[src/rtl/mcu_link_pkg.sv]
// Shared definitions for the MCU->ROCSTAR 4-bit cable link.
// The transmitter and the receive-side checker both import this package, so
// the idle code table and its phase mapping exist in exactly one place.
//   IDLE0..IDLE3 : idle sequence codes, transmitted in order and repeating
//   link_state_e : receive-side lock state encoding
//   decode_idle  : maps a cable word to {valid, phase}
package mcu_link_pkg;

    localparam logic [3:0] IDLE0 = 4'b0111;
    localparam logic [3:0] IDLE1 = 4'b1011;
    localparam logic [3:0] IDLE2 = 4'b1101;
    localparam logic [3:0] IDLE3 = 4'b1110;

    typedef enum logic [1:0] {
        StHunt   = 2'd0,
        StLocked = 2'd1,
        StSlip   = 2'd2
    } link_state_e;

    typedef struct packed {
        logic       valid;
        logic [1:0] phase;
    } idle_dec_t;

    function automatic idle_dec_t decode_idle(input logic [3:0] code);
        idle_dec_t dec;
        dec.valid = 1'b1;
        dec.phase = 2'd0;
        case (code)
            IDLE0:   dec.phase = 2'd0;
            IDLE1:   dec.phase = 2'd1;
            IDLE2:   dec.phase = 2'd2;
            IDLE3:   dec.phase = 2'd3;
            default: dec.valid = 1'b0;
        endcase
        return dec;
    endfunction

endpackage

[src/rtl/sat_counter.sv]
// Saturating up-counter with synchronous clear.
//   clk, rst_n : clock, asynchronous active-low reset
//   inc        : add one unless already all-ones
//   clr        : force to zero; takes priority over inc
//   cnt        : current count
module sat_counter #(
    parameter int unsigned W = 8
) (
    input  logic         clk,
    input  logic         rst_n,
    input  logic         inc,
    input  logic         clr,
    output logic [W-1:0] cnt
);

    logic [W-1:0] cnt_q, cnt_d;

    always_comb begin
        cnt_d = cnt_q;
        if (clr) begin
            cnt_d = '0;
        end else if (inc && (cnt_q != '1)) begin
            cnt_d = cnt_q + 1'b1;
        end
    end

    always_ff @(posedge clk or negedge rst_n) begin
        if (!rst_n) begin
            cnt_q <= '0;
        end else begin
            cnt_q <= cnt_d;
        end
    end

    assign cnt = cnt_q;

endmodule

[src/rtl/idle_link_rx.sv]
// Receive-side idle-pattern checker for one 4-bit MCU->ROCSTAR cable.
// Locks onto the rotating idle sequence, tracks its phase and counts
// corrupted or out-of-sequence words while locked.
//   clk, rst_n  : clock, asynchronous active-low reset
//   din         : cable word from the transmitter
//   clear_cnt   : synchronous clear of err_cnt and relock_cnt
//   locked      : high in LOCKED and SLIP
//   phase       : phase of the registered word while locked, else 0
//   err_cnt     : saturating count of bad words seen while locked
//   relock_cnt  : saturating count of HUNT->LOCKED transitions
//   lock_lost   : one-cycle pulse when lock is dropped
module idle_link_rx
    import mcu_link_pkg::*;
#(
    parameter int unsigned LOCK_COUNT  = 8,
    parameter int unsigned UNLOCK_ERRS = 4,
    parameter int unsigned CNT_W       = 16
) (
    input  logic             clk,
    input  logic             rst_n,
    input  logic [3:0]       din,
    input  logic             clear_cnt,
    output logic             locked,
    output logic [1:0]       phase,
    output logic [CNT_W-1:0] err_cnt,
    output logic [7:0]       relock_cnt,
    output logic             lock_lost
);

    localparam logic [7:0] LockCnt   = 8'(LOCK_COUNT);
    localparam logic [7:0] UnlockCnt = 8'(UNLOCK_ERRS);

    logic [3:0]  din_q;
    link_state_e state_q, state_d;
    logic [7:0]  run_q, run_d;
    logic [7:0]  bad_q, bad_d;
    logic [1:0]  exp_q, exp_d;
    logic        lock_lost_q, lock_lost_d;
    logic        err_inc, relock_inc;

    idle_dec_t   dec;
    logic        good;
    logic [7:0]  run_inc, bad_inc;

    assign dec     = decode_idle(din_q);
    assign good    = dec.valid && (dec.phase == exp_q);
    assign run_inc = run_q + 8'd1;
    assign bad_inc = bad_q + 8'd1;

    always_comb begin
        state_d     = state_q;
        run_d       = run_q;
        bad_d       = bad_q;
        exp_d       = exp_q;
        lock_lost_d = 1'b0;
        err_inc     = 1'b0;
        relock_inc  = 1'b0;
        case (state_q)
            StHunt: begin
                if (!dec.valid) begin
                    run_d = 8'd0;
                end else begin
                    exp_d = dec.phase + 2'd1;
                    // A valid word with no run in progress, or one that breaks
                    // the sequence, starts a fresh run of length one.
                    if ((run_q == 8'd0) || !good) begin
                        run_d = 8'd1;
                    end else if (run_inc == LockCnt) begin
                        state_d    = StLocked;
                        relock_inc = 1'b1;
                        run_d      = 8'd0;
                    end else begin
                        run_d = run_inc;
                    end
                end
            end
            StLocked: begin
                // exp free-runs once locked so a corrupted word does not
                // shift the expected phase of the words that follow it.
                exp_d = exp_q + 2'd1;
                if (!good) begin
                    err_inc = 1'b1;
                    if (UnlockCnt == 8'd1) begin
                        state_d     = StHunt;
                        run_d       = 8'd0;
                        bad_d       = 8'd0;
                        lock_lost_d = 1'b1;
                    end else begin
                        state_d = StSlip;
                        bad_d   = 8'd1;
                    end
                end
            end
            StSlip: begin
                exp_d = exp_q + 2'd1;
                if (good) begin
                    state_d = StLocked;
                    bad_d   = 8'd0;
                end else begin
                    err_inc = 1'b1;
                    if (bad_inc == UnlockCnt) begin
                        state_d     = StHunt;
                        run_d       = 8'd0;
                        bad_d       = 8'd0;
                        lock_lost_d = 1'b1;
                    end else begin
                        bad_d = bad_inc;
                    end
                end
            end
            default: begin
                state_d = StHunt;
                run_d   = 8'd0;
                bad_d   = 8'd0;
                exp_d   = 2'd0;
            end
        endcase
    end

    always_ff @(posedge clk or negedge rst_n) begin
        if (!rst_n) begin
            din_q       <= 4'd0;
            state_q     <= StHunt;
            run_q       <= 8'd0;
            bad_q       <= 8'd0;
            exp_q       <= 2'd0;
            lock_lost_q <= 1'b0;
        end else begin
            din_q       <= din;
            state_q     <= state_d;
            run_q       <= run_d;
            bad_q       <= bad_d;
            exp_q       <= exp_d;
            lock_lost_q <= lock_lost_d;
        end
    end

    sat_counter #(
        .W (CNT_W)
    ) u_err_cnt (
        .clk   (clk),
        .rst_n (rst_n),
        .inc   (err_inc),
        .clr   (clear_cnt),
        .cnt   (err_cnt)
    );

    sat_counter #(
        .W (8)
    ) u_relock_cnt (
        .clk   (clk),
        .rst_n (rst_n),
        .inc   (relock_inc),
        .clr   (clear_cnt),
        .cnt   (relock_cnt)
    );

    assign locked    = (state_q == StLocked) || (state_q == StSlip);
    // A corrupted word has no phase of its own; report the slot it occupied.
    assign phase     = !locked ? 2'd0 : (dec.valid ? dec.phase : exp_q);
    assign lock_lost = lock_lost_q;

endmodule
[config.mk]
export PLATFORM = sky130hd
export DESIGN_NAME = idle_link_rx
export DESIGN_NICKNAME = d
export VERILOG_FILES = /design/src/rtl/mcu_link_pkg.sv /design/src/rtl/sat_counter.sv /design/src/rtl/idle_link_rx.sv
export SDC_FILE = /design/constraint.sdc
export NUM_CORES = 1
export LEC_CHECK = 0
export CAP_MARGIN = 20
export CORE_UTILIZATION = 60
export DETAILED_ROUTE_END_ITERATION = 6
export PLACE_DENSITY_LB_ADDON = 0.3
export SLEW_MARGIN = 20
export SYNTH_ARGS = -nofsm -noshare
export SYNTH_HDL_FRONTEND = slang
export SYNTH_SLANG_ARGS = --single-unit
[constraint.sdc]
create_clock -name clk -period 4 [get_ports clk]
set_clock_uncertainty 0.1 [all_clocks]
set_input_delay 0.6 -clock clk [delete_from_list [all_inputs] [get_ports clk]]
set_output_delay 0.6 -clock clk [all_outputs]
set_load 0.1 [all_outputs]
* Word level (Yosys, flattened, before mapping)
Index checks and enable logic that the tools add are counted.
** Operators by class
- Bitwise logic cells :: 2
- $add $sub $neg :: 6
- Multiplexer cells :: 36
- Reductions and logical operators :: 15
- Equality and inequality tests :: 18
** Operators by type and width (count)
- 8-bit two-way mux :: 10
- 8-bit case mux with 3 select lines :: 2
- 16-bit two-way mux :: 2
- 8-bit by 1-bit adder with 8-bit output (second input constant) :: 3
- 2-bit two-way mux :: 9
- 16-bit by 1-bit adder with 16-bit output (second input constant) :: 1
- 16-bit != test (second input constant) :: 1
- 4-bit == test (second input constant) :: 3
- 2-bit != test (second input constant) :: 6
- 2-bit case mux with 3 select lines :: 2
- 1-bit two-way mux :: 10
- 8-bit by 3-bit == test with 1-bit output (second input constant) :: 1
- 8-bit by 4-bit == test with 1-bit output (second input constant) :: 1
- 8-bit logical NOT :: 1
- 8-bit != test (second input constant) :: 1
- 5-bit AND reduction :: 1
- 2-bit by 1-bit adder with 2-bit output (second input constant) :: 2
- 4-bit by 3-bit == test with 1-bit output (second input constant) :: 1
- 2-bit case mux with 2 select lines :: 1
- 2-bit nonzero test :: 2
- 4-bit OR reduction :: 1
- 1-bit logical AND :: 3
- 3-bit != test (second input constant) :: 1
- 3-bit AND reduction :: 1
- 9 further kinds :: 11
** Storage, ports and cells
- Output and inout port bits :: 28
- Input port bits :: 7
- Register bits after elaboration :: 49
- Word-level logic and storage cells :: 85

* Depth between registers and ports, before layout
Gate-level depths: netlist of run 1.
- Depth in word-level cells :: 12
- Mapped depth :: 8
- Depth with buffers taken out :: 8

* Modules after synthesis
From an unflattened synthesis of run 1, not the netlist that was laid out.
** Unflattened totals
- Cell total of the unflattened synthesis :: 337
- Area total of the unflattened synthesis :: 3057.9 um^2
** Modules (own cells, without submodules)
- idle_link_rx :: times used 1, cells an instance 190, area each 1651.6 um^2
- sat_counter (u_err_cnt) :: times used 1, cells an instance 98, area each 942.2 um^2
- sat_counter (u_relock_cnt) :: times used 1, cells an instance 49, area each 464.2 um^2

* Worst setup path after synthesis of run 1
Ideal clock, no wire load.
- Path kind :: flip-flop to output port
- From :: reg state_q[0]
- To :: out phase[1]
- Stages on the path, launching flop included :: 5
- Setup slack :: -0.067 ns
- Data arrival time :: 3.367 ns
- Path through :: dfrtp_1 > inv_1 > ha_1 > clkinv_1 > a21oi_1
** Between the ends
- Longest elaborated chain between the ends :: 3
** Ends and longest elaborated chain
- start: declaration :: RTL line idle_link_rx.sv:34 : link_state_e state_q, state_d;
- start signal: assignment :: RTL line idle_link_rx.sv:123 : state_q <= StHunt;
- start signal: assignment :: RTL line idle_link_rx.sv:130 : state_q <= state_d;
- 2-bit by 1-bit == test with 1-bit output / 2-bit == test (equally long branches) :: RTL line idle_link_rx.sv:158 : assign locked = (state_q == StLocked) || (state_q == StSlip);
- 1-bit logical OR (*) :: RTL line idle_link_rx.sv:158
- net locked :: RTL line idle_link_rx.sv:23 : output logic locked,
- 2-bit two-way mux (*) :: RTL line idle_link_rx.sv:160 : assign phase = !locked ? 2'd0 : (dec.valid ? dec.phase : exp_q);
- end: declaration :: RTL line idle_link_rx.sv:24 : output logic [1:0] phase,
The timed path passes the listed nets; every way through them passes the cells marked *.

* Worst setup path after layout of run 1
- From :: reg state_q[1]
- To :: reg u_err_cnt.cnt_q[9] (netlist: u_err_cnt.cnt[9])
** Between the ends
- Longest elaborated chain between the ends :: 5
** Ends and longest elaborated chain
- 2-bit by 1-bit == test with 1-bit output / 2-bit == test (equally long branches) :: RTL line idle_link_rx.sv:58 : case (state_q)
- 2-bit OR reduction (no source line) (*)
- 1-bit two-way mux (*)
- 1-bit logical AND (*) :: RTL line sat_counter.sv:22 : end else if (inc && (cnt_q != '1)) begin
- 2-bit nonzero test (no source line) (*)
- end signal: assignment :: RTL line sat_counter.sv:31 : cnt_q <= cnt_d;
- end: declaration :: RTL line sat_counter.sv:16 : logic [W-1:0] cnt_q, cnt_d;
Mark *: on every way between the ends. The rest lies on a longest branch, timed or not.
A chain may end at the register's enable or synchronous reset.

==> results of run 1 <==
## final timing paths
path                                           endpoint  slack [ps]  cells past startpoint
setup / recovery           u_err_cnt.cnt[9]$_DFFE_PN0P_        1260                      7
setup reg to reg           u_err_cnt.cnt[9]$_DFFE_PN0P_        1260                      7
max in group asynchronous            din_q[3]$_DFF_PN0_        3190                      1
min in group clk                   run_q[7]$_DFFE_PN0P_         450                      1
hold / removal                     bad_q[4]$_DFFE_PN0P_         210                      1
hold reg to reg                    run_q[7]$_DFFE_PN0P_         450                      1
## power by group through the flow
stage	logic [mW]	clock network, mW	registers [mW]
3_5_place_dp	0.296	0	0.566
5_1_grt	0.322	0.307	0.564
6_report	0.298	0.284	0.558
3_3_place_gp	0.291	0	0.564
2_1_floorplan	0.247	0	0.559
4_1_cts	0.296	0.291	0.557
## Yosys cell counts, types with 2 or more instances
cell type / number
or3_1: 3
a31oi_1: 4
buf_2: 7
nor3_1: 15
a22o_1: 3
mux2i_1: 6
clkbuf_1: 7
a211oi_1: 2
a21o_1: 2
nand3b_1: 3
o211ai_1: 3
nand3_1: 16
nand2_1: 24
a31o_2: 3
xnor2_1: 13
buf_4: 2
dfrtp_1: 49
nor4_1: 4
and4_1: 2
and3_1: 9
o31ai_1: 5
a21oi_1: 14
nor2_1: 32
ha_1: 11
inv_1: 10
and2_1: 3
xor2_1: 10
nand4_1: 9
o21ai_0: 10
nand2b_1: 4
a211o_1: 3
o221a_2: 2
nor3b_1: 4
o2bb2ai_1: 5
a41oi_1: 2
## metrics by stage
step                      instance area [µm²]  utilization (%)  hold WS (ps)  std cells  power, mW
after floorplan                          3050                -           204        330      0.806
after global placement                   3360             70.2           422        412      0.856
after detailed placement                 3360             70.2           424        412      0.862
after CTS                                3440             71.9           422        420       1.14
after global routing                     3450             72.0           254        420       1.19
final                                    3450             72.0           206        420       1.14
## routing by layer
metal,up-vias,part of all wire [%],GRT usage (%)
met5,-,0,0
met4,0,1.1,6.75
met3,7,3.8,4.97
met2,59,47,42.5
met1,1219,48,33.2
li1,1243,-,-
## layout make-up
type,count,area (µm²)
Sequential cell,49,1230
Clock inverter,2,10.0
Fill cell,373,1340
Multi-Input combinational cell,251,1680
Tap cell,67,83.8
Inverter,11,41.3
Clock buffer,6,72.6
Timing Repair Buffer,34,330
## cell families (layout without fill, tap and decap cells)
family / after synthesis / in the layout / share of synthesized area [%]
compound gates: 72 / 72 / 17.8
mux: 8 / 8 / 2.71
xor+xnor: 23 / 23 / 6.62
fa+ha+maj: 11 / 11 / 4.52
flops: 49 / 49 / 40.3
simple gates: 137 / 137 / 23.5
buf+inv: 30 / 53 / 4.52
## sequential cells by signal (all words and copies together) (netlist names)
register / cells
bad_q: 8
u_relock_cnt.cnt: 8
run_q: 8
u_err_cnt.cnt: 16
exp_q: 2
state_q: 2
lock_lost: 1
din_q: 4
==> run summary, run 1 <==
Status: complete, no violations
Maxcap violations: 0
Syn Area/Cell: 9.22 µm²
Synth Register Bits: 49
Pint: 0.732 mW
Std cell rows: 25
Clock-pin slew on the worst setup and hold paths: 90 ps
Setup ws final: 1260 ps
Worst EP arrival: 2790 ps
Max IR drop VDD: 0.188 mV
Die area: 5360 µm²
Worst Hold Class: in -> async
Sequential Power Share: 49.0%
Worst setup path class: reg -> reg
Synth Net Count: 348
Final hold viol count: 0
Vias: 2528
Post-synth EDFFs: 0
Clk root buf: clkbuf_8
Hpwl dp: 4.32 mm
Period utilization: 68.4%
# clock sinks: 49
Synth area leaders: dfrtp_1 40%, ha_1 4.5%, nor2_1 3.9%
Netlist cell types: 64
Predominant post-synthesis flop cell: dfrtp_1
Final min period: 2740 ps
Most frequent cells in the layout: 49 x dfrtp_1, 32 x nor2_1, 30 x clkdlybuf4s50_1
Final setup vio count: 0
Cells after Synth: 330
Switching Power: 0.407 mW
Routed wire length: 6.17 mm
PwrDens: 331 nW/µm²
Vias in the first global route: 2301
Final net count: 370
1st-iter DRT viols: 102
Gate power share: 26.1%
H-tree depth: 2
Clock Power Share: 24.9%
Starting Density: 63.6%
GRT overflow: 0
Share of the synthesized area in the top cell type: 40.3%
Post_cts resized: 0
Critical path capture point type: flop
Worst-Skew Late Latency: 300 ps
Post-CTS setup buffers: 0
Worst Path Required: 4060 ps
Avg WL per Cell: 14.7 µm
Largest net degree at the start of global routing: 50
LEAKAGE: 1.42 nW
Ratio of cells with drive above 1 in the final layout: 7.93%
First-pass GRT wire length: 10.5 mm
Largest buffer count on any clock path: 2
Synth warn: 0
Cell Area, Synth: 3040 µm²
Die width: 73.2 µm
I/O pin count: 35
Critical path origin: state_q[1]$_DFFE_PN0P_
CTS buffer count: 5
Antenna violations before repair: 0
Synth async-reset ratio: 100%
P&R area growth vs syn: 13.3%
Synth area leader: dfrtp_1
Drt pass-1 iters: 5
GRT Util Overall: 25.2%
Worst-path fanout max: 9
Pre-CTS setup slack: 1300 ps
Leading cell type in the layout, fill and taps excluded: dfrtp_1
CP Launch Type: flop
Max frequency: 0.365 GHz
Die Y-Extent: 73.2 µm
Worst Max-Slew Pin Slew: 979 ps
Slowest CP cell: or4_1
Diode count: 0
RSZ-0062 raised after global routing: false
Sw Share: 35.8%
Remaining DRCs: 0
TritonCTS clock tree: built
Final Wtd Congestion: 0.853
Post-synthesis sequential area ratio: 40.3%
Critical-path cell list: inv_1 -> ha_1 -> clkinv_1 -> or4_1 -> nor3b_1 -> xnor2_1 -> nor2_1
CP peak stage delay: 760 ps
CP bufs+invs: 2
Vias per cell: 6.02
Slew HR: 34.5%
Delay-heaviest family, CP: simple AND/OR/NAND/NOR gates
RR Startpoint: state_q[1]$_DFFE_PN0P_
Core Area: 4790 µm²
Routed Antenna Nets: 0
Buffers on Ports: 34
Final setup TNS: 0 ps
Slew Viols, Final: 0
Cts hold-fix bufs: 0
Power figures use the tool's default switching activity.
==> inputs of run 2 (changes only) <==
Settings changed: CORE_UTILIZATION 60 to 51.
Clock period 4 ns to 2.4 ns, I/O delays scaled along.
==> run summary, run 2 (synthesized netlist as in run 1, its figures left out) <==
Fillers: 461 (was 373)
Diode count: 0 (unchanged)
Remaining DRCs: 0 (unchanged)
Vias per cell: 5.73 (was 6.02)
TritonCTS clock tree: built (unchanged)
First-pass GRT wire length: 11.2 mm (was 10.5 mm)
R2R depth: 6 (was 7)
Clock Power Share: 24.0% (was 24.9%)
Worst EP arrival: 2370 ps (was 2790 ps)
PwrDens: 561 nW/µm² (was 331 nW/µm²)
I/O pin count: 35 (unchanged)
Most frequent cells in the layout: 41 x dfrtp_1, 36 x buf_4, 31 x nor2_1 (was 49 x dfrtp_1, 32 x nor2_1, 30 x clkdlybuf4s50_1)
Seq. cell area: 1240 µm² (was 1230 µm²)
# clock sinks: 49 (unchanged)
Leading cell type in the layout, fill and taps excluded: dfrtp_1 (unchanged)
Core Area: 5640 µm² (was 4790 µm²)
Worst Max-Slew Pin Slew: 522 ps (was 979 ps)
Worst-path fanout max: 10 (was 9)
Final hold viol count: 0 (unchanged)
Die area: 6280 µm² (was 5360 µm²)
Worst-Skew Late Latency: 310 ps (was 300 ps)
Pre-CTS setup slack: 91.8 ps (was 1300 ps)
Sw Share: 35.5% (was 35.8%)
Largest buffer count on any clock path: 2 (unchanged)
Total power: 2.01 mW (was 1.14 mW)
Largest net degree at the start of global routing: 50 (unchanged)
Hpwl dp: 4.53 mm (was 4.32 mm)
Post-CTS setup buffers: 0 (unchanged)
Delay-heaviest family, CP: simple AND/OR/NAND/NOR gates (unchanged)
Final setup vio count: 0 (unchanged)
Clock-pin slew on the worst setup and hold paths: 100 ps (was 90 ps)
Std cell rows: 27 (was 25)
Period utilization: 94.8% (was 68.4%)
Slew Viols, Final: 0 (unchanged)
Hold path depth: 1
Clk root buf: clkbuf_8 (unchanged)
Switching Power: 0.713 mW (was 0.407 mW)
Routed Antenna Nets: 0 (unchanged)
Avg WL per Cell: 14.5 µm (was 14.7 µm)
Worst setup path class: reg -> reg (unchanged)
GRT Util Overall: 22.6% (was 25.2%)
Pint: 1.30 mW (was 0.732 mW)
Antenna violations before repair: 0 (unchanged)
Drt pass-1 iters: 4 (was 5)
Max FFs per register: 16 (unchanged)
Routed wire length: 6.37 mm (was 6.17 mm)
Max frequency: 0.439 GHz (was 0.365 GHz)
H-tree depth: 2 (unchanged)
Critical Path Stages: 6 (was 7)
Critical path capture point type: flop (unchanged)
Max IR drop VDD: 0.276 mV (was 0.188 mV)
Critical-path cell list: or3b_4 -> a211oi_4 -> nor2_1 -> a21boi_2 -> or2_4 -> mux2_1 (was inv_1 -> ha_1 -> clkinv_1 -> or4_1 -> nor3b_1 -> xnor2_1 -> nor2_1)
Slowest CP cell: dfrtp_2 (was or4_1)
P&R area growth vs syn: 17.6% (was 13.3%)
Maxcap violations: 0 (unchanged)
Final net count: 383 (was 370)
Worst Hold Class: in -> reg (was in -> async)
Worst Path Required: 2500 ps (was 4060 ps)
Buffers on Ports: 34 (unchanged)
Final Wtd Congestion: 0.887 (was 0.853)
Ratio of cells with drive above 1 in the final layout: 21.3% (was 7.93%)
GRT overflow: 0 (unchanged)
Vias: 2509 (was 2528)
Die Y-Extent: 79.2 µm (was 73.2 µm)
1st-iter DRT viols: 100 (was 102)
LEAKAGE: 1.54 nW (was 1.42 nW)
Final setup TNS: 0 ps (unchanged)
CP Launch Type: flop (unchanged)
CTS buffer count: 5 (unchanged)
Starting Density: 53.9% (was 63.6%)
Slew HR: 64.9% (was 34.5%)
Die width: 79.2 µm (was 73.2 µm)
Gate power share: 29.8% (was 26.1%)
CP peak stage delay: 470 ps (was 760 ps)
Sequential Power Share: 46.1% (was 49.0%)
CP bufs+invs: 0 (was 2)
Final min period: 2280 ps (was 2740 ps)
RSZ-0062 raised after global routing: false (unchanged)
Setup ws final: 124 ps (was 1260 ps)
Status: complete, no violations (unchanged)
Area of the multi-input gates: 1710 µm² (was 1680 µm²)
Vias in the first global route: 2464 (was 2301)
run 2: cell count changes in the layout (fill, tap and decap cells not counted), moves of 4 or more:
| cell | before | now |
|---|---|---|
| buf_12 | 0 | 4 |
| buf_4 | 4 | 36 |
| clkdlybuf4s50_1 | 30 | 5 |
| dfrtp_1 | 49 | 41 |
| dfrtp_2 | 0 | 8 |
run 2: final timing paths:
| path | from | end | slack (ps) |
|---|---|---|---|
| hold reg to reg | run_q[7]$_DFFE_PN0P_ | run_q[7]$_DFFE_PN0P_ | 450 |
| max in group asynchronous | rst_n | u_err_cnt.cnt[1]$_DFFE_PN0P_ | 1480 |
| setup reg to reg | exp_q[0]$_DFFE_PN0P_ | run_q[0]$_DFFE_PN0P_ | 120 |
| min in group asynchronous | rst_n | run_q[1]$_DFFE_PN0P_ | 470 |
| setup / recovery | exp_q[0]$_DFFE_PN0P_ | run_q[0]$_DFFE_PN0P_ | 120 |
| hold / removal | din[2] | din_q[2]$_DFF_PN0_ | 390 |
run 2: routing by layer:
layer / GRT usage, % / part of all wire (%)
met5: 0 / 0
met2: 38.2 / 48
met4: 8.00 / 1.6
met3: 3.91 / 3.1
met1: 29.0 / 47
run 2: repair_timing:
item | in CTS | in global routing
setup endpoints to repair | 0 | 1
gates resized for setup | 0 | 2
hold endpoints to repair | 49 | 0
hold buffers | 1 | 0
run 2: power groups by stage:
stage / Combinational [mW] / Sequential [mW] / Clock [mW]
after floorplan: 0.438 / 0.933 / 0
after global placement: 0.583 / 0.937 / 0
after detailed placement: 0.590 / 0.941 / 0
after CTS: 0.595 / 0.924 / 0.492
after global routing: 0.654 / 0.933 / 0.521
final: 0.599 / 0.927 / 0.482
run 2: stage by stage:
step / instances / hold slack (ps) / util [%] / area (µm²)
finish: 438 / 389 / 63.4 / 3580
detailed placement: 429 / 269 / 61.8 / 3480
global placement: 429 / 271 / 61.8 / 3480
global route: 438 / 384 / 63.4 / 3580
floorplan: 330 / -35.6 / - / 3090
CTS: 438 / 385 / 63.4 / 3570
run 2: final cells by class:
type / instances / area share (%)
Inverter: 11 / 1.29
Multi-Input combinational cell: 251 / 47.8
Sequential cell: 49 / 34.5
Clock buffer: 8 / 2.24
Timing Repair Buffer: 47 / 11.6
Tap cell: 72 / 2.52
==> patch 1, RTL diff (flow settings as in run 2) <==
Make the reset (`rst_n`) synchronous in 2 clocked blocks. Comments in the files are not updated.
--- a/src/rtl/sat_counter.sv
+++ b/src/rtl/sat_counter.sv
@@ -24,7 +24,7 @@
         end
     end
 
-    always_ff @(posedge clk or negedge rst_n) begin
+    always_ff @(posedge clk) begin
         if (!rst_n) begin
             cnt_q <= '0;
         end else begin
--- a/src/rtl/idle_link_rx.sv
+++ b/src/rtl/idle_link_rx.sv
@@ -117,7 +117,7 @@
         endcase
     end
 
-    always_ff @(posedge clk or negedge rst_n) begin
+    always_ff @(posedge clk) begin
         if (!rst_n) begin
             din_q       <= 4'd0;
             state_q     <= StHunt;
Behaviour: differs if rst_n is asserted again (counterexample within 10 cycles, from zero or initial values and one cycle with rst_n low); with rst_n held inactive, the same outputs for 10 cycles.
==> patch 1 against run 2 <==
- via count up 6.0%
- sequential power down 6.7%
- die area down 2.8%
- global-route usage down 0.57 points
- sequential cell count unchanged
- worst setup slack better by 77 ps
- synthesized cell count up 7.3%
- total power down 3.8%
- area after synthesis down 2.9%
- wire length up 0.63%
- cell area down 4.4%
- non-clock buffer count down 1
- largest power group unchanged
==> patch 1: results (changes against run 2) <==
Hold path
  • Hold crit path type: flip-flop to flip-flop (was input pin to flip-flop)
  • Hold path endpoint: u_err_cnt.cnt[1] (was din_q[2])
  • Worst Min Path Start: u_err_cnt.cnt[1] (was din[2])

Timing
  • Worst hold slack: 390 ps (was 389 ps)

GRT
  • GRT met3 Usage: 4.19% (was 3.91%)
  • Vias in the first global route: 2421 (was 2464)
  • Tot GR Track Use: 22.0% (was 22.6%)

Setup path
  • CP max stage cell: dfxtp_1 (was dfrtp_2)
  • CP delay by family, top: compound AO/OA/AOI/OAI gates (was simple AND/OR/NAND/NOR gates)
  • CP startpoint: din_q[1] (was exp_q[0])
  • CP endpoint: u_relock_cnt.cnt[7] (was run_q[0])
  • CP peak stage delay: 520 ps (was 470 ps)
  • R2R depth: 7 (was 6)
  • Critical path arrival: 2310 ps (was 2370 ps)
  • Setup slack, reg-to-reg: 200 ps (was 120 ps)

Drt
  • Routed WL: 6410 um (was 6370 um)
  • Via count: 2659 (was 2509)
  • Routed wl met2: 3060 um (was 3070 um)

Power and ir drop
  • Combinational power: 587 uW (was 599 uW)
  • P_seq: 865 uW (was 927 uW)
  • LEAKAGE: 0.00128 uW (was 0.00154 uW)

Outcome
  • Status: complete, no violations (unchanged)

Yosys
  • Share of synthesized registers carrying an async set or reset: 0% (was 100%)
  • Syn_nets: 370 (was 348)

Placed design
  • DPL Wire Length: 4620 um (was 4530 um)

Finish
  • Nets: 403 (was 383)
[patch 1: final cells by class]
type / instances / area [um2]
Fill cell: 480 / 2120
Inverter: 11 / 41.3
Timing Repair Buffer: 46 / 398
Tap cell: 72 / 90.1
Clock inverter: 3 / 17.5
Multi-Input combinational cell: 274 / 1820
Sequential cell: 49 / 988
Clock buffer: 5 / 68.8
[patch 1: cell families (layout without fill, tap and decap cells)]
logic type,count (synthesis),count (layout),share of synthesized area (%)
AO/OA/AOI/OAI,72,72,17.6
AND/OR/NAND/NOR,170,170,32.6
buffers and inverters,31,65,5.72
flip-flops,49,49,33.2
XOR/XNOR,17,17,5.04
adder cells (fa/ha/maj),9,9,3.81
multiplexers,6,6,2.03
[patch 1: metrics by stage]
stage	area (um2)	setup WS (ps)	total power, uW	utilization, %	std cells
global route	3420	58.4	2030	61.7	460
CTS	3410	151	1950	61.6	460
floorplan	2970	19.2	1330	-	354
global placement	3330	260	1450	60.0	452
detailed placement	3330	167	1470	60.0	452
finish	3420	202	1930	61.7	460
==> patch 2, RTL diff (config.mk and constraints of run 2) <==
Made on the original files. `CNT_W`: 16 -> 32.
--- a/src/rtl/idle_link_rx.sv
+++ b/src/rtl/idle_link_rx.sv
@@ -14,7 +14,7 @@
 #(
     parameter int unsigned LOCK_COUNT  = 8,
     parameter int unsigned UNLOCK_ERRS = 4,
-    parameter int unsigned CNT_W       = 16
+    parameter int unsigned CNT_W       = 32
 ) (
     input  logic             clk,
     input  logic             rst_n,
Interface: changed (resized err_cnt); port bits go from 35 to 51. The function was not compared with the original's and may differ.
==> patch 2 against run 2 <==
- the flow now finishes with violations (setup timing)
- utilization up 8.0 points
- largest cell class unchanged
- total power up 11%
- clock power up 93%
- area after synthesis up 28%
- wire length up 45%
- critical path type unchanged
- die area up 27%
- cell area up 45%
- sequential cell count up 16
- non-clock buffer count up 50
- first-iteration DRC count up 78%
- worst setup slack worse by 140 ps
- critical path depth unchanged
==> patch 2: results (changes against run 2) <==
Drt
  • Routed WL: 9220 um (was 6370 um)
  • DRT Pass-1 Iters: 6 (was 4)
  • Via count: 3608 (was 2509)
  • Initial detailed-routing violation count: 178 (was 100)

Clock tree
  • Clock latency on the worst-skew pair: 350 ps (was 310 ps)
  • H-tree levels: 3 (was 2)
  • TritonCTS buffer count: 9 (was 5)
  • Clock transition at the registers of the reported paths: 70 ps (was 100 ps)

Yosys
  • Area contributors post-synth: dfrtp_1 42%, xnor2_1 6.5%, nor2_1 4.4% (was dfrtp_1 40%, ha_1 4.5%, nor2_1 3.9%)
  • Post-synthesis adder-cell area fraction: 3.22% (was 4.52%)
  • Cell variety after synth: 60 (was 64)
  • Top_reg_cell synth: dfrtp_1 (unchanged)
  • Mux share of post-synthesis cell area: 2.48% (was 2.71%)
  • Synth cell count leaders: 65 x dfrtp_1, 45 x nor2_1, 37 x nand2_1 (was 49 x dfrtp_1, 32 x nor2_1, 24 x nand2_1)
  • Syn_nets: 450 (was 348)
  • Synth Area in XOR/XNOR: 7.44% (was 6.62%)
  • Post-synthesis sequential area ratio: 41.9% (was 40.3%)
  • Compound-Gate Fraction of Synth Area: 12.4% (was 17.8%)

Setup path
  • Critical path arrival: 2590 ps (was 2370 ps)
  • Worst Path Max Fanout: 9 (was 10)

GRT
  • Largest net degree at the start of global routing: 66 (was 50)
  • Vias in the first global route: 3343 (was 2464)
  • Tot GR Track Use: 24.8% (was 22.6%)
  • First-pass GRT wire length: 15300 um (was 11200 um)

Placed design
  • Dpl ws: -73.0 ps (was 91.8 ps)
  • DPL Wire Length: 6480 um (was 4530 um)
  • I/O Buffers: 50 (was 34)
  • Placed inst area: 4880 um2 (was 3480 um2)
  • GPL Wtd Cong: 0.821 (was 0.887)

Finish
  • Max FFs per register: 32 (was 16)
  • Fill count: 574 (was 461)
  • Nets: 540 (was 383)
  • Layout cell share with drive strength beyond 1: 33.1% (was 21.3%)

Outcome
  • Failing checks: setup timing
  • Status: complete, but fails checks (was complete, no violations)

Power and ir drop
  • Sw Pwr: 541 uW (was 713 uW)
  • Peak VDD IR: 312 uV (was 276 uV)
  • LEAKAGE: 0.00217 uW (was 0.00154 uW)

Hold path
  • Worst Min Path Start: din[1] (was din[2])
  • Hold Path Stages: 1 (unchanged)

Timing
  • Setup ws final: -17.5 ps (was 124 ps)
  • Setup violators final: 4 (was 0)
  • Worst Tran Pin Value: 558 ps (was 522 ps)
==> patch 2: cell types whose count changed after synthesis, sizes merged, moves of 8 or more <==
cell          run 2  this run
nor2             32        45
dfrtp            49        65
xnor2            13        29
o21ai            12        23
nor4              4        17
nor2b             0         8
nand2            25        37
nand3            16        31
==> patch 2: path summary, 6_finish.rpt <==
| kind | slack (ps) | end |
|---|---|---|
| worst max-delay path | -20 | u_relock_cnt.cnt[5] |
| max in group asynchronous | 1410 | u_err_cnt.cnt[24] |
| worst min register to register | 460 | u_err_cnt.cnt[17] |
| worst max register to register | -20 | u_relock_cnt.cnt[5] |
| worst min-delay path | 360 | din_q[1] |
| min in group asynchronous | 460 | bad_q[3] |
==> patch 2: cell type report <==
cell class                 instances  area, um2  share of cell area [%]
timing repair buffer              97        791                    15.2
clock inverter                     5       55.1                    1.06
inverter                          16       60.1                    1.15
tap                               99        124                    2.38
sequential                        65       1710                    32.8
multi-input combinational        334       2330                    44.7
clock buffer                      11        141                    2.72
==> patch 2: worst max-delay path, stage by stage (launching register included) <==
cell and delay [ps]:
dfrtp_1 410, or3b_1 370, a211o_4 380, a221oi_4 370, nand3_2 220, or3_1 360
a21oi_1 140
==> patch 2: kinds of logic (layout without fill, tap and decap cells) <==
family / Yosys count / count (layout)
xor+xnor: 33 / 33
compound gates: 74 / 74
buf+inv: 35 / 129
simple gates: 207 / 208
flops: 65 / 65
mux: 9 / 9
fa+ha+maj: 10 / 10
==> patch 2: what timing repair did <==
action / 4_1_cts / 5_1_grt
gates resized for setup: 5 / 7
gates cloned: 0 / 1
endpoints found under the setup margin: 16 / 16
pin swaps: 4 / 3
setup buffers: 5 / 1
hold buffers: 1 / 0
hold endpoints to repair: 65 / 0
==> patch 2: power groups by stage <==
| stage | Clock, uW | Combinational, uW | Sequential [uW] |
|---|---|---|---|
| after global placement | 0 | 164 | 1140 |
| after global routing | 990 | 205 | 1120 |
| after detailed placement | 0 | 167 | 1150 |
| after floorplan | 0 | 90.5 | 1140 |
| after CTS | 951 | 185 | 1120 |
| final | 930 | 187 | 1120 |
==> patch 2: per-stage QoR <==
stage          setup TNS [ps]  utilization (%)  instances  hold WS, ps  total power (uW)
3_5_place_dp             -539             66.9        603          305              1310
5_1_grt                  -914             71.4        627          352              2320
3_3_place_gp            -36.6             66.9        603          307              1310
4_1_cts                 -35.7             70.5        625          349              2260
6_report                -51.9             71.4        627          361              2240
2_1_floorplan            -864                -        433        -35.6              1230
==> patch 2: per-layer routing <==
metal  routed length (um)  global-route usage [%]  vias to the layer above
met5                    0                       0                        -
met4                  114                    8.23                        0
met3                  440                    5.63                       12
met2                 4640                    41.3                       91
met1                 4020                    32.0                     1755
li1                     -                       -                     1750
